**config.mk**
```make
export PLATFORM = sky130hd
export DESIGN_NAME = a2d_scan_ctrl
export DESIGN_NICKNAME = d
export VERILOG_FILES = /design/src/rtl/a2d_pkg.sv /design/src/rtl/SPI_mstr16.sv /design/src/rtl/a2d_scan_ctrl.sv
export SDC_FILE = /design/constraint.sdc
export NUM_CORES = 1
export LEC_CHECK = 0
export CAP_MARGIN = 25
export CELL_PAD_IN_SITES_DETAIL_PLACEMENT = 2
export CELL_PAD_IN_SITES_GLOBAL_PLACEMENT = 2
export CORE_AREA = 2 2 112 114
export DETAILED_ROUTE_END_ITERATION = 8
export DIE_AREA = 0 0 114 116
export PLACE_DENSITY = 0.87
export REMOVE_ABC_BUFFERS = 1
export SLEW_MARGIN = 25
export SYNTH_ARGS = -nofsm -noshare
export SYNTH_HDL_FRONTEND = slang
export SYNTH_SLANG_ARGS = --single-unit
export TNS_END_PERCENT = 20
```
**constraint.sdc**
```tcl
create_clock -name clk -period 2.5 [get_ports clk]
set_input_delay 0.375 -clock clk [delete_from_list [all_inputs] [get_ports clk]]
set_output_delay 0.375 -clock clk [all_outputs]
set_load 0.02 [all_outputs]
```
**src/rtl/a2d_pkg.sv**
```systemverilog
// Shared types and command encoding for the A2D scan controller.
package a2d_pkg;

    typedef enum logic [2:0] {
        S_IDLE,
        S_SEL,
        S_CMD,
        S_WAIT1,
        S_RD,
        S_WAIT2,
        S_CAPT,
        S_GAP
    } scan_state_t;

    localparam logic [15:0] A2D_CMD_BASE = 16'h0000;
    localparam int          A2D_ADDR_LSB = 11;

    // Conversion command word: channel address sits in bits [13:11].
    function automatic logic [15:0] a2d_cmd(input logic [2:0] addr);
        return A2D_CMD_BASE | (16'(addr) << A2D_ADDR_LSB);
    endfunction

endpackage

```
**src/rtl/SPI_mstr16.sv**
```systemverilog
// 16-bit SPI master, mode 0, SCLK = clk/16, SS_n framed around one word.
module SPI_mstr16 (
    input  logic        clk,
    input  logic        rst_n,
    input  logic        wrt,
    input  logic [15:0] cmd,
    input  logic        MISO,
    output logic        done,
    output logic [15:0] rd_data,
    output logic        SS_n,
    output logic        SCLK,
    output logic        MOSI
);

    logic        act_q, act_d;
    logic [3:0]  div_q, div_d;
    logic [3:0]  bit_q, bit_d;
    logic [15:0] shft_q, shft_d;
    logic        smp_q, smp_d;
    logic        done_q, done_d;
    logic        ss_q, ss_d;

    // MISO sampled just before SCLK rises, word shifted as SCLK falls.
    always_comb begin
        act_d  = act_q;
        div_d  = div_q;
        bit_d  = bit_q;
        shft_d = shft_q;
        smp_d  = smp_q;
        ss_d   = ss_q;
        done_d = 1'b0;
        if (!act_q) begin
            if (wrt) begin
                act_d  = 1'b1;
                ss_d   = 1'b0;
                div_d  = 4'd0;
                bit_d  = 4'd0;
                shft_d = cmd;
            end
        end else begin
            div_d = div_q + 4'd1;
            if (div_q == 4'd7) smp_d = MISO;
            if (div_q == 4'd15) begin
                shft_d = {shft_q[14:0], smp_q};
                bit_d  = bit_q + 4'd1;
                if (bit_q == 4'd15) begin
                    act_d  = 1'b0;
                    ss_d   = 1'b1;
                    done_d = 1'b1;
                end
            end
        end
    end

    // Shift engine state.
    always_ff @(posedge clk or negedge rst_n) begin
        if (!rst_n) begin
            act_q  <= 1'b0;
            div_q  <= 4'd0;
            bit_q  <= 4'd0;
            shft_q <= 16'h0000;
            smp_q  <= 1'b0;
            ss_q   <= 1'b1;
            done_q <= 1'b0;
        end else begin
            act_q  <= act_d;
            div_q  <= div_d;
            bit_q  <= bit_d;
            shft_q <= shft_d;
            smp_q  <= smp_d;
            ss_q   <= ss_d;
            done_q <= done_d;
        end
    end

    assign SCLK    = act_q & div_q[3];
    assign MOSI    = shft_q[15];
    assign SS_n    = ss_q;
    assign done    = done_q;
    assign rd_data = shft_q;

endmodule

```
**src/rtl/a2d_scan_ctrl.sv**
```systemverilog
// Multi-channel A2D scan controller: sweeps enabled slots, two SPI words each.
module a2d_scan_ctrl
    import a2d_pkg::*;
#(
    parameter int                    NUM_CH  = 3,
    parameter int                    DATA_W  = 12,
    parameter logic [3*NUM_CH-1:0]   CH_ADDR = {3'd5, 3'd4, 3'd0},
    parameter int                    GAP_CYC = 1024
) (
    input  logic                     clk,
    input  logic                     rst,
    input  logic                     start,
    input  logic                     cont_en,
    input  logic [NUM_CH-1:0]        ch_en,
    output logic [NUM_CH*DATA_W-1:0] smpl,
    output logic [NUM_CH-1:0]        vld,
    output logic                     sweep_done,
    output logic                     busy,
    output logic                     SS_n,
    output logic                     SCLK,
    output logic                     MOSI,
    input  logic                     MISO
);

    localparam int SW = $clog2(NUM_CH + 1);
    localparam int GW = $clog2(GAP_CYC + 1);

    scan_state_t              state_q, state_d;
    logic [SW-1:0]            slot_q, slot_d;
    logic [NUM_CH-1:0]        en_q, en_d;
    logic [GW-1:0]            gap_q, gap_d;
    logic [NUM_CH*DATA_W-1:0] smpl_q, smpl_d;
    logic [NUM_CH-1:0]        vld_q, vld_d;
    logic                     done_q, done_d;
    logic                     busy_q, busy_d;

    logic [SW-1:0] idx;
    logic [2:0]    addr;
    logic [15:0]   cmd;
    logic [15:0]   rd_data;
    logic          wrt;
    logic          spi_done;
    logic          sel_end;
    logic          unused_rd;

    // Slot is only out of range in SEL at sweep end; clamp so indexing stays legal.
    assign idx  = (slot_q < SW'(NUM_CH)) ? slot_q : '0;
    assign addr = CH_ADDR[3*idx +: 3];
    assign cmd  = a2d_cmd(addr);
    assign wrt  = (state_q == S_CMD) || (state_q == S_RD);
    // Sweep ends as soon as no enabled slot remains, so trailing disabled
    // slots (or an empty mask) cost no extra cycles.
    assign sel_end   = ((en_q >> slot_q) == '0);
    assign unused_rd = ^rd_data;

    SPI_mstr16 u_spi (
        .clk     (clk),
        .rst_n   (~rst),
        .wrt     (wrt),
        .cmd     (cmd),
        .MISO    (MISO),
        .done    (spi_done),
        .rd_data (rd_data),
        .SS_n    (SS_n),
        .SCLK    (SCLK),
        .MOSI    (MOSI)
    );

    // Next-state and registered-output logic for the sweep sequencer.
    always_comb begin
        state_d = state_q;
        slot_d  = slot_q;
        en_d    = en_q;
        gap_d   = gap_q;
        smpl_d  = smpl_q;
        busy_d  = busy_q;
        vld_d   = '0;
        done_d  = 1'b0;
        case (state_q)
            S_IDLE: if (start || cont_en) begin
                en_d    = ch_en;
                slot_d  = '0;
                busy_d  = 1'b1;
                state_d = S_SEL;
            end
            S_SEL: begin
                if (sel_end) begin
                    done_d  = 1'b1;
                    busy_d  = 1'b0;
                    gap_d   = '0;
                    state_d = cont_en ? S_GAP : S_IDLE;
                end else if (!en_q[idx]) begin
                    slot_d = slot_q + SW'(1);
                end else begin
                    state_d = S_CMD;
                end
            end
            S_CMD:   state_d = S_WAIT1;
            S_WAIT1: if (spi_done) state_d = S_RD;
            S_RD:    state_d = S_WAIT2;
            S_WAIT2: if (spi_done) state_d = S_CAPT;
            S_CAPT: begin
                smpl_d[idx*DATA_W +: DATA_W] = rd_data[DATA_W-1:0];
                vld_d[idx] = 1'b1;
                slot_d     = slot_q + SW'(1);
                state_d    = S_SEL;
            end
            S_GAP: begin
                if (!cont_en) begin
                    state_d = S_IDLE;
                end else if (gap_q == GW'(GAP_CYC - 1)) begin
                    en_d    = ch_en;
                    slot_d  = '0;
                    busy_d  = 1'b1;
                    state_d = S_SEL;
                end else begin
                    gap_d = gap_q + GW'(1);
                end
            end
            default: state_d = S_IDLE;
        endcase
    end

    // State and output registers, synchronous reset.
    always_ff @(posedge clk) begin
        if (rst) begin
            state_q <= S_IDLE;
            slot_q  <= '0;
            en_q    <= '0;
            gap_q   <= '0;
            smpl_q  <= '0;
            vld_q   <= '0;
            done_q  <= 1'b0;
            busy_q  <= 1'b0;
        end else begin
            state_q <= state_d;
            slot_q  <= slot_d;
            en_q    <= en_d;
            gap_q   <= gap_d;
            smpl_q  <= smpl_d;
            vld_q   <= vld_d;
            done_q  <= done_d;
            busy_q  <= busy_d;
        end
    end

    assign smpl       = smpl_q;
    assign vld        = vld_q;
    assign sweep_done = done_q;
    assign busy       = busy_q;

endmodule

```
==> impl_metrics.env <==
export IMPL_hold_slack_ns=0.457
export IMPL_fp_dieArea_sq_um=13200
export IMPL_post_synth_top_count_cell="dfxtp_1"
export IMPL_startpoint="gap_q[0]$_SDFFE_PP0P_"
export IMPL_core_rowCount=40
export IMPL_synth_async_reset_ratio=0.318
export IMPL_p_clk_frac=0.304
export IMPL_finalMaxSlewViolations=0
export IMPL_p_per_area_nw_per_um2=890
export IMPL_synth_flop_cell="dfxtp_1"
export IMPL_globalplace_congestion=0.792
export IMPL_min_period_ns=2.14
export IMPL_leakage_uw=0.00186
export IMPL_clk_path_buf_depth=2
export IMPL_ys_ff_latch=88
export IMPL_rsz0062_at_grt="no"
export IMPL_outcome="finished, final reports clean"
export IMPL_min_period_over_period=0.855
export IMPL_timing_rr_start="gap_q[0]$_SDFFE_PP0P_"
export IMPL_cp_data_arrival_time_ns=2.42
export IMPL_tns_ns=0
export IMPL_fillers=1324
export IMPL_die_x_microns=114
export IMPL_drt_total_wl_mm=11.8
export IMPL_die_height_microns=116
export IMPL_drive_above_1_share=0.0984
export IMPL_htree_levels=3
export IMPL_synth_top_cell_by_area="dfxtp_1"
export IMPL_remaining_drc_errors=0
export IMPL_root_buffer="clkbuf_16"
export IMPL_antenna_found_initial=0
export IMPL_grt_pass1_vias=3773
export IMPL_vias=3475
export IMPL_drt_iter0_drc=167
export IMPL_synth_avg_cell_area_sq_um=9.14
export IMPL_p_seq_frac=0.407
export IMPL_io_buffer_count=51
export IMPL_ios=52
export IMPL_setup_violations_final=0
export IMPL_tritoncts="yes"
export IMPL_intPower_uw=2860
export IMPL_wl_per_cell_microns=18.6
export IMPL_numCtsBuffers=9
export IMPL_startpoint_type="register"
export IMPL_cts_hold_buf=0
export IMPL_worstPathRequired_ns=2.78
export IMPL_critPathKind="reg2reg"
export IMPL_area_growth_pct=23.0
export IMPL_cts_sinks=88
export IMPL_fp_coreArea_sq_um=11900
export IMPL_ant_nets=0
export IMPL_ctsResizeCount=0
export IMPL_worstMarginPinSlew_ns=0.662
export IMPL_syn_area_sq_um=4010
export IMPL_clk_latency_ns=0.35
export IMPL_ys_warn_count=0
export IMPL_synth_top_cells_by_count="60 x dfxtp_1, 42 x nor2_1, 41 x nand2_1, 35 x a21oi_1, 29 x nand3_1"
export IMPL_worstSetupEndpointType="register"
export IMPL_grt_use_total=0.189
export IMPL_pwr_share_comb=0.290
export IMPL_timing_fmax_mhz=468
export IMPL_p_switching_uw=1540
export IMPL_hold_path_class="reg2reg"
export IMPL_start_util=0.337
export IMPL_num_antenna_cells=0
export IMPL_grt_max_degree=38
export IMPL_hpwl_mm=8.49
export IMPL_cts_setup_buffers=0
export IMPL_viasPerCell=5.47
export IMPL_finalHoldViolations=0
export IMPL_skew_ns=0.00591
export IMPL_synth_area_leaders="dfxtp_1 30%, dfrtp_1 17%, a21oi_1 4.4%"
export IMPL_synth_distinct_cells=56
export IMPL_drv_cap=0
export IMPL_ys_seq_area_frac=0.474
export IMPL_clk_pin_slew_ns=0.06
export IMPL_hold_start="smpl[21]$_SDFFE_PP0P_"
export IMPL_synth_top_area_share=0.299
export IMPL_grt_ovfl_total=0
export IMPL_grt_pass1_wl_mm=19.6
export IMPL_synth_edff_count=0
export IMPL_max_slew_margin=0.559
export IMPL_nets=498
export IMPL_critPathMaxFanout=6
export IMPL_drt_pre_antenna_iters=5
export IMPL_synthCells=439
export IMPL_swShare=0.351
export IMPL_ir_drop_uv=323
## flip-flops by register name, summed over array words and instances (netlist names), 3 cells and up
register       count
smpl              36
u_spi.bit_q        4
en_q               3
vld                3
state_q            3
u_spi.div_q        4
u_spi.rd_data     16
gap_q             11
## critical path, cell delays in order, from the launching register on
cell and delay, ns:
dfxtp_1 0.39, ha_1 0.31, nand4_1 0.18, nor4_2 0.34, o21ai_1 0.19, or4_1 0.50
a21oi_1 0.16
## cell usage in the layout, fill, tap and decap left out, types with 2 or more instances in the layout
cell type / n
a211oi_1: 2
a21o_1: 2
a21oi_1: 35
a22o_1: 18
a22oi_1: 17
a31oi_1: 5
and2_1: 3
and3_1: 5
and3_2: 3
buf_4: 11
clkbuf_1: 3
clkbuf_16: 9
clkdlybuf4s50_1: 51
clkinv_2: 3
dfrtp_1: 27
dfxtp_1: 60
ha_1: 7
inv_1: 8
mux2_2: 6
mux2i_1: 16
nand2_1: 41
nand3_1: 29
nand4_1: 2
nor2_1: 42
nor2b_1: 5
nor3_1: 11
nor4_2: 2
o211ai_1: 4
o21ai_0: 16
or2_2: 4
or3_1: 6
or4_1: 7
xnor2_1: 3
xor2_1: 2
## logic make-up after synthesis
kind of cell,Yosys count,share of synthesized area
buffers and inverters,37,0.0408
DFF,88,0.474
AOI/OAI and AO/OA,112,0.186
muxes,22,0.0567
adders and majority gates,7,0.0218
and+or+nand+nor,168,0.210
xor gates and xnor gates,5,0.0109
## layer usage
metal | vias to the layer above | routed length [microns] | global-route usage
met5 | - | 0 | 0
met4 | 0 | 219 | 0.0740
met3 | 17 | 287 | 0.0314
met2 | 50 | 6030 | 0.333
met1 | 1741 | 5250 | 0.231
li1 | 1667 | - | -
## worst paths after layout
path	cells after the start	endpoint	slack, ns
worst min-delay path	2	smpl[21]$_SDFFE_PP0P_	0.46
min in group asynchronous	4	u_spi.rd_data[8]$_DFFE_PP0P_	0.79
worst max-delay path	6	slot_q[1]$_SDFFE_PP0P_	0.36
worst min register to register	2	smpl[21]$_SDFFE_PP0P_	0.46
worst max register to register	6	slot_q[1]$_SDFFE_PP0P_	0.36
max in group asynchronous	4	u_spi.SS_n$_DFFE_PP1P_	1.39
## area by class of cell
cell class                 count  area, sq um  share of cell area
inverter                       8         30.0             0.00608
multi-input combinational    314         1950               0.394
sequential                    88         1900               0.385
tap                          147          184              0.0372
clock inverter                 4         45.0             0.00912
timing repair buffer          62          593               0.120
clock buffer                  12          236              0.0479
## power groups by stage
stage | Combinational [uW] | Clock (uW) | Sequential (uW)
6_report | 1270 | 1330 | 1790
5_1_grt | 1410 | 1430 | 1830
4_1_cts | 1280 | 1370 | 1790
3_5_place_dp | 1270 | 0 | 1820
3_3_place_gp | 1190 | 0 | 1800
2_1_floorplan | 878 | 0 | 1760
## per-stage QoR
stage               total power (uW)  std cells  instance area, sq um  utilization  setup WS (ns)
floorplan                       2640        410                  3880            -          0.355
global placement                2990        619                  4660        0.391          0.368
detailed placement              3090        619                  4660        0.391          0.258
CTS                             4440        635                  4940        0.415          0.336
global route                    4670        635                  4940        0.415         0.0912
finish                          4400        635                  4940        0.415          0.362
Power figures use the tool's default switching activity.
